<file path="config.mk">
export PLATFORM = sky130hd
export DESIGN_NAME = pam_loop_chan
export DESIGN_NICKNAME = d
export VERILOG_FILES = /design/src/rtl/pam_loop_chan.sv
export SDC_FILE = /design/constraint.sdc
export NUM_CORES = 2
export LEC_CHECK = 0
export CELL_PAD_IN_SITES_DETAIL_PLACEMENT = 0
export CELL_PAD_IN_SITES_GLOBAL_PLACEMENT = 1
export CORE_MARGIN = 2
export CORE_UTILIZATION = 40
export DETAILED_ROUTE_END_ITERATION = 12
export PLACE_DENSITY_LB_ADDON = 0.1
export SYNTH_ARGS = -nofsm -noshare
export SYNTH_HDL_FRONTEND = slang
export SYNTH_SLANG_ARGS = --single-unit
export TNS_END_PERCENT = 20
</file>
<file path="constraint.sdc">
create_clock -name clk -period 8.7 [get_ports clk]
set_input_delay 2.61 -clock clk [delete_from_list [all_inputs] [get_ports clk]]
set_output_delay 2.61 -clock clk [all_outputs]
set_load 0.005 [all_outputs]
</file>
<file path="src/rtl/pam_loop_chan.sv">
// pam_loop_chan: channel emulator placed between the PAM sender and the
// synchroniser in the loopback build. Each valid sample is taken from a
// delay line, attenuated by an arithmetic right shift, offset, optionally
// disturbed by LFSR noise, and saturated to the sample range. Latency is
// fixed at 2 cycles. Bypass turns the block back into a 2-cycle wire.
//
// Ports:
//   clk, srst        clock, synchronous active-high reset
//   in_valid/in_data sender samples (signed), gaps allowed
//   cfg_load         pulse latching cfg_delay/shift/offset/noise_en
//   bypass           live passthrough select
//   out_valid/out_data impaired samples to the synchroniser
//   sat_cnt          saturated outputs since reset (sticks at all-ones)
module pam_loop_chan #(
    parameter int AD_CVER_WIDTH  = 12,
    parameter int DLY_ADDR_WIDTH = 7,
    parameter int NOISE_BITS     = 4,
    parameter int SAT_CNT_WIDTH  = 16
) (
    input  logic                      clk,
    input  logic                      srst,
    input  logic                      in_valid,
    input  logic [AD_CVER_WIDTH-1:0]  in_data,
    input  logic                      cfg_load,
    input  logic [DLY_ADDR_WIDTH-1:0] cfg_delay,
    input  logic [3:0]                cfg_shift,
    input  logic [AD_CVER_WIDTH-1:0]  cfg_offset,
    input  logic                      cfg_noise_en,
    input  logic                      bypass,
    output logic                      out_valid,
    output logic [AD_CVER_WIDTH-1:0]  out_data,
    output logic [SAT_CNT_WIDTH-1:0]  sat_cnt
);
    localparam int W     = AD_CVER_WIDTH;
    localparam int SW    = AD_CVER_WIDTH + 2;
    localparam int DEPTH = 2 ** DLY_ADDR_WIDTH;

    localparam logic signed [SW-1:0] MAXV = {3'b000, {(W-1){1'b1}}};
    localparam logic signed [SW-1:0] MINV = {3'b111, {(W-1){1'b0}}};

    logic [W-1:0]              ram [DEPTH];
    logic [DLY_ADDR_WIDTH-1:0] wr_ptr, fill, delay_q;
    logic [3:0]                shift_q;
    logic [W-1:0]              offset_q;
    logic                      noise_en_q;
    logic [15:0]               lfsr;

    // A cfg_load coinciding with in_valid applies to that sample, so the
    // datapath always works from the "effective" config and fill level.
    logic [DLY_ADDR_WIDTH-1:0] delay_eff, fill_eff, fill_inc, rd_addr;
    logic [3:0]                shift_eff;
    logic [W-1:0]              offset_eff;
    logic                      noise_eff;

    assign delay_eff  = cfg_load ? cfg_delay    : delay_q;
    assign shift_eff  = cfg_load ? cfg_shift    : shift_q;
    assign offset_eff = cfg_load ? cfg_offset   : offset_q;
    assign noise_eff  = cfg_load ? cfg_noise_en : noise_en_q;
    assign fill_eff   = cfg_load ? '0           : fill;
    assign fill_inc   = (fill_eff < delay_eff) ? fill_eff + 1'b1 : fill_eff;
    assign rd_addr    = wr_ptr - delay_eff;

    logic signed [W-1:0]          delayed, atten, noise;
    logic signed [NOISE_BITS-1:0] lfsr_low;
    logic [15:0]                  lfsr_next;

    // Unfilled slots still hold stale RAM contents; mask them to zero.
    always_comb begin
        delayed = '0;
        if (delay_eff == '0)
            delayed = in_data;
        else if (fill_eff >= delay_eff)
            delayed = ram[rd_addr];
    end

    assign atten     = delayed >>> shift_eff;
    assign lfsr_low  = lfsr[NOISE_BITS-1:0];
    assign noise     = noise_eff ? W'(lfsr_low) : '0;
    // x^16+x^14+x^13+x^11+1, shifting left, feedback into bit 0
    assign lfsr_next = {lfsr[14:0], lfsr[15] ^ lfsr[13] ^ lfsr[12] ^ lfsr[10]};

    always_ff @(posedge clk) begin
        if (in_valid && !srst)
            ram[wr_ptr] <= in_data;
    end

    always_ff @(posedge clk) begin
        if (srst) begin
            wr_ptr     <= '0;
            fill       <= '0;
            delay_q    <= '0;
            shift_q    <= '0;
            offset_q   <= '0;
            noise_en_q <= 1'b0;
            lfsr       <= 16'hACE1;
        end else begin
            if (cfg_load) begin
                delay_q    <= cfg_delay;
                shift_q    <= cfg_shift;
                offset_q   <= cfg_offset;
                noise_en_q <= cfg_noise_en;
                fill       <= '0;
            end
            // Later assignment wins, so load+valid leaves fill at 1.
            if (in_valid) begin
                wr_ptr <= wr_ptr + 1'b1;
                fill   <= fill_inc;
                lfsr   <= lfsr_next;
            end
        end
    end

    // Stage 1: each sample carries its own offset and bypass flag so a
    // config change never alters samples already in flight.
    logic [2:1]          vld_pipe;
    logic                s1_bypass;
    logic [W-1:0]        s1_raw;
    logic signed [W-1:0] s1_atten, s1_noise, s1_offset;

    always_ff @(posedge clk) begin
        if (srst) begin
            vld_pipe[1] <= 1'b0;
            s1_bypass   <= 1'b0;
            s1_raw      <= '0;
            s1_atten    <= '0;
            s1_noise    <= '0;
            s1_offset   <= '0;
        end else begin
            vld_pipe[1] <= in_valid;
            if (in_valid) begin
                s1_bypass <= bypass;
                s1_raw    <= in_data;
                s1_atten  <= atten;
                s1_noise  <= noise;
                s1_offset <= offset_eff;
            end
        end
    end

    // Stage 2: widen by two bits so the three-term sum cannot wrap.
    logic signed [SW-1:0] sum;
    logic [W-1:0]         clamped;
    logic                 sat;

    assign sum = SW'(s1_atten) + SW'(s1_offset) + SW'(s1_noise);

    always_comb begin
        clamped = sum[W-1:0];
        sat     = 1'b0;
        if (sum > MAXV) begin
            clamped = MAXV[W-1:0];
            sat     = 1'b1;
        end else if (sum < MINV) begin
            clamped = MINV[W-1:0];
            sat     = 1'b1;
        end
    end

    always_ff @(posedge clk) begin
        if (srst) begin
            vld_pipe[2] <= 1'b0;
            out_data    <= '0;
            sat_cnt     <= '0;
        end else begin
            vld_pipe[2] <= vld_pipe[1];
            if (vld_pipe[1])
                out_data <= s1_bypass ? s1_raw : clamped;
            if (vld_pipe[1] && !s1_bypass && sat && sat_cnt != '1)
                sat_cnt <= sat_cnt + 1'b1;
        end
    end

    assign out_valid = vld_pipe[2];
endmodule

</file>
==> flow_summary.ini <==
[layout]
layout.nets = 3849
fillers = 14000
seq_area_mm2 = 0.0486
syn_to_final_growth_pct = 15.2
multi_input_area_mm2 = 0.0167
drive_above_1_share_pct = 23.5
final_common_cell = edfxtp_1
final_cell_mix = edfxtp_1 (1536), mux4_2 (400), nor2_1 (256)

[min_path]
worstHoldPathType = reg -> reg

[global_routing]
grt_pass1_vias = 35400
grt_pass1_wl_mm = 270
grt_max_degree = 98
antenna_found_initial = 4
grt_usage_pct = 22.6
overflow = 0

[clock_network]
clk_pin_slew_ns = 0.06
cts.repair.resized = 0
post_cts_buffers = 0
root_buffer = clkbuf_16
cts.path.max_buffers = 3
worstSkewPairLatency_ns = 0.84
cts_tree = built
cts_made_buffers = 177
cts.htree.levels = 4
cts.sinks = 1661
holdBufCountCts = 0

[setup_path]
crit_fanout = 18
crit_arrival_ns = 8.07
critPathRequiredTime_ns = 9.36
cp-end-kind = flip-flop
cp-start-kind = input port
path_class = in -> reg

[synth]
netlist_area_mm2 = 0.0663
ys_ff_latch = 1661
syn_inst = 3504
synth_flop_cell = edfxtp_1
postSynth.asyncResetShare_pct = 0
synth_edf_count = 1536
synth_cell_types = 81
seq_area_frac_synth_pct = 73.3
synth_nets = 3587
synth_area_per_cell_um2 = 18.9
yosysWarnings = 0

[routing]
via_per_inst = 5.77
ant_nets = 0
firstDrtPassIters = 5
wl_per_cell_um = 31.3
drt_iter0_markers = 3534
vias = 35200
drt_wl_total_mm = 191
drcViolationCount = 0

[sta]
final-setup-viol-count = 0
min_period_ns = 7.41
worst_pin_slew_ns = 1.39
rsz0062_at_grt = no
fmax_mhz = 135
drv_slew = 0
skew_ns = 0.0254
period_share_pct = 85.2
slew_headroom_pct = 6.89
setup_tns_ns = 0
hold_viol = 0
timing.hold.ws_ns = 0.460

[power]
ir_worst_vdd_mv = 0.262
p_leak_uw = 0.0247
power_uw = 19200
powerDensity_mw_per_mm2 = 252

[die]
die_w_um = 411
rows = 149
core_area_mm2 = 0.165
initial_core_util_pct = 40.2
die_area_mm2 = 0.169
die_y_um = 411
io_pins = 70

[placed_design]
place_hpwl_mm = 122
gp_congestion = 0.852
port_buffers = 69

[flow_run]
cap_violations = 0

[run_status]
outcome = completed
==> worst max-delay path, cell delays in order <==
cell	delay, ns
clkdlybuf4s50_1	0.41
mux2i_1	0.58
ha_1	0.53
o22ai_4	0.36
xor2_4	0.59
buf_12	0.28
mux2i_1	0.58
o22ai_1	0.16
nor4_1	0.74
or4_1	0.30
a22oi_1	0.15
mux2_2	0.30
a221oi_1	0.32
o32ai_1	0.12
==> Yosys cell counts (15+ instances only) <==
library cell / n / area [µm²]
a211oi_1: 22 / 165
a21oi_1: 48 / 240
a32oi_1: 28 / 245
and3_1: 15 / 93.8
buf_1: 16 / 60.1
buf_2: 63 / 315
buf_4: 30 / 225
clkbuf_1: 67 / 251
dfxtp_1: 125 / 2500
edfxtp_1: 1536 / 46100
ha_1: 28 / 350
inv_1: 19 / 71.3
mux2_2: 15 / 169
mux2i_1: 115 / 1150
mux4_2: 400 / 9010
nand2_1: 253 / 950
nand3_1: 104 / 521
nand4_1: 27 / 169
nor2_1: 265 / 995
nor2b_1: 38 / 238
nor3_1: 18 / 90.1
o21ai_0: 30 / 150
==> cell type report <==
type                    count  share of cell area [%]
well taps                2189                    3.59
flip-flops and latches   1661                    63.7
inverters                  19                  0.0934
clock inverters           102                    1.41
clock buffers             223                    6.08
multi-input cells        1635                    21.9
diodes                      5                  0.0164
repair buffers            272                    3.22
==> cell families after synthesis <==
group | after synthesis | share of synthesized area (%)
AO/OA/AOI/OAI | 261 | 2.85
XOR/XNOR | 32 | 0.496
buffers and inverters | 208 | 1.64
adder cells (fa/ha/maj) | 42 | 0.951
flip-flops | 1661 | 73.3
AND/OR/NAND/NOR | 768 | 5.09
multiplexers | 532 | 15.6
==> routing by layer <==
layer | track usage, % | wire [µm] | up-vias
met4 | 6.01 | 4320 | 2
met2 | 36.4 | 92000 | 1240
met1 | 31.9 | 82600 | 19000
li1 | - | - | 14700
met3 | 4.05 | 11900 | 230
met5 | 0 | 16 | -
==> stage by stage <==
stage / instance area, µm² / cells / setup slack [ns] / utilization (%)
4_1_cts: 76300 / 6100 / 1.42 / 46.3
3_5_place_dp: 70600 / 5775 / 0.556 / 42.8
6_report: 76400 / 6106 / 1.29 / 46.3
2_1_floorplan: 66300 / 3504 / 1.20 / -
3_3_place_gp: 70600 / 5775 / 0.588 / 42.8
5_1_grt: 76300 / 6101 / 1.10 / 46.3
==> power by group <==
part	switching, µW	internal, µW
logic	1840	1180
registers	28.4	8750
clock network	3150	4280
total	5020	14200
==> registers in the layout, summed over array words and instances (netlist names), 12 cells and up <==
name,cells
lfsr,16
s1_atten,12
s1_offset,12
sat_cnt,16
out_data,12
ram,1536
offset_q,12
s1_raw,12
==> worst paths after layout <==
path,startpoint,end,slack [ns],depth (start not counted)
setup / recovery,cfg_delay[2],s1_atten[5],1.29,14
hold / removal,lfsr[6],lfsr[7],0.46,1
setup reg to reg,wr_ptr[1],s1_atten[5],3.24,13
hold reg to reg,lfsr[6],lfsr[7],0.46,1
Note: power is estimated with default switching activity, not from simulation.
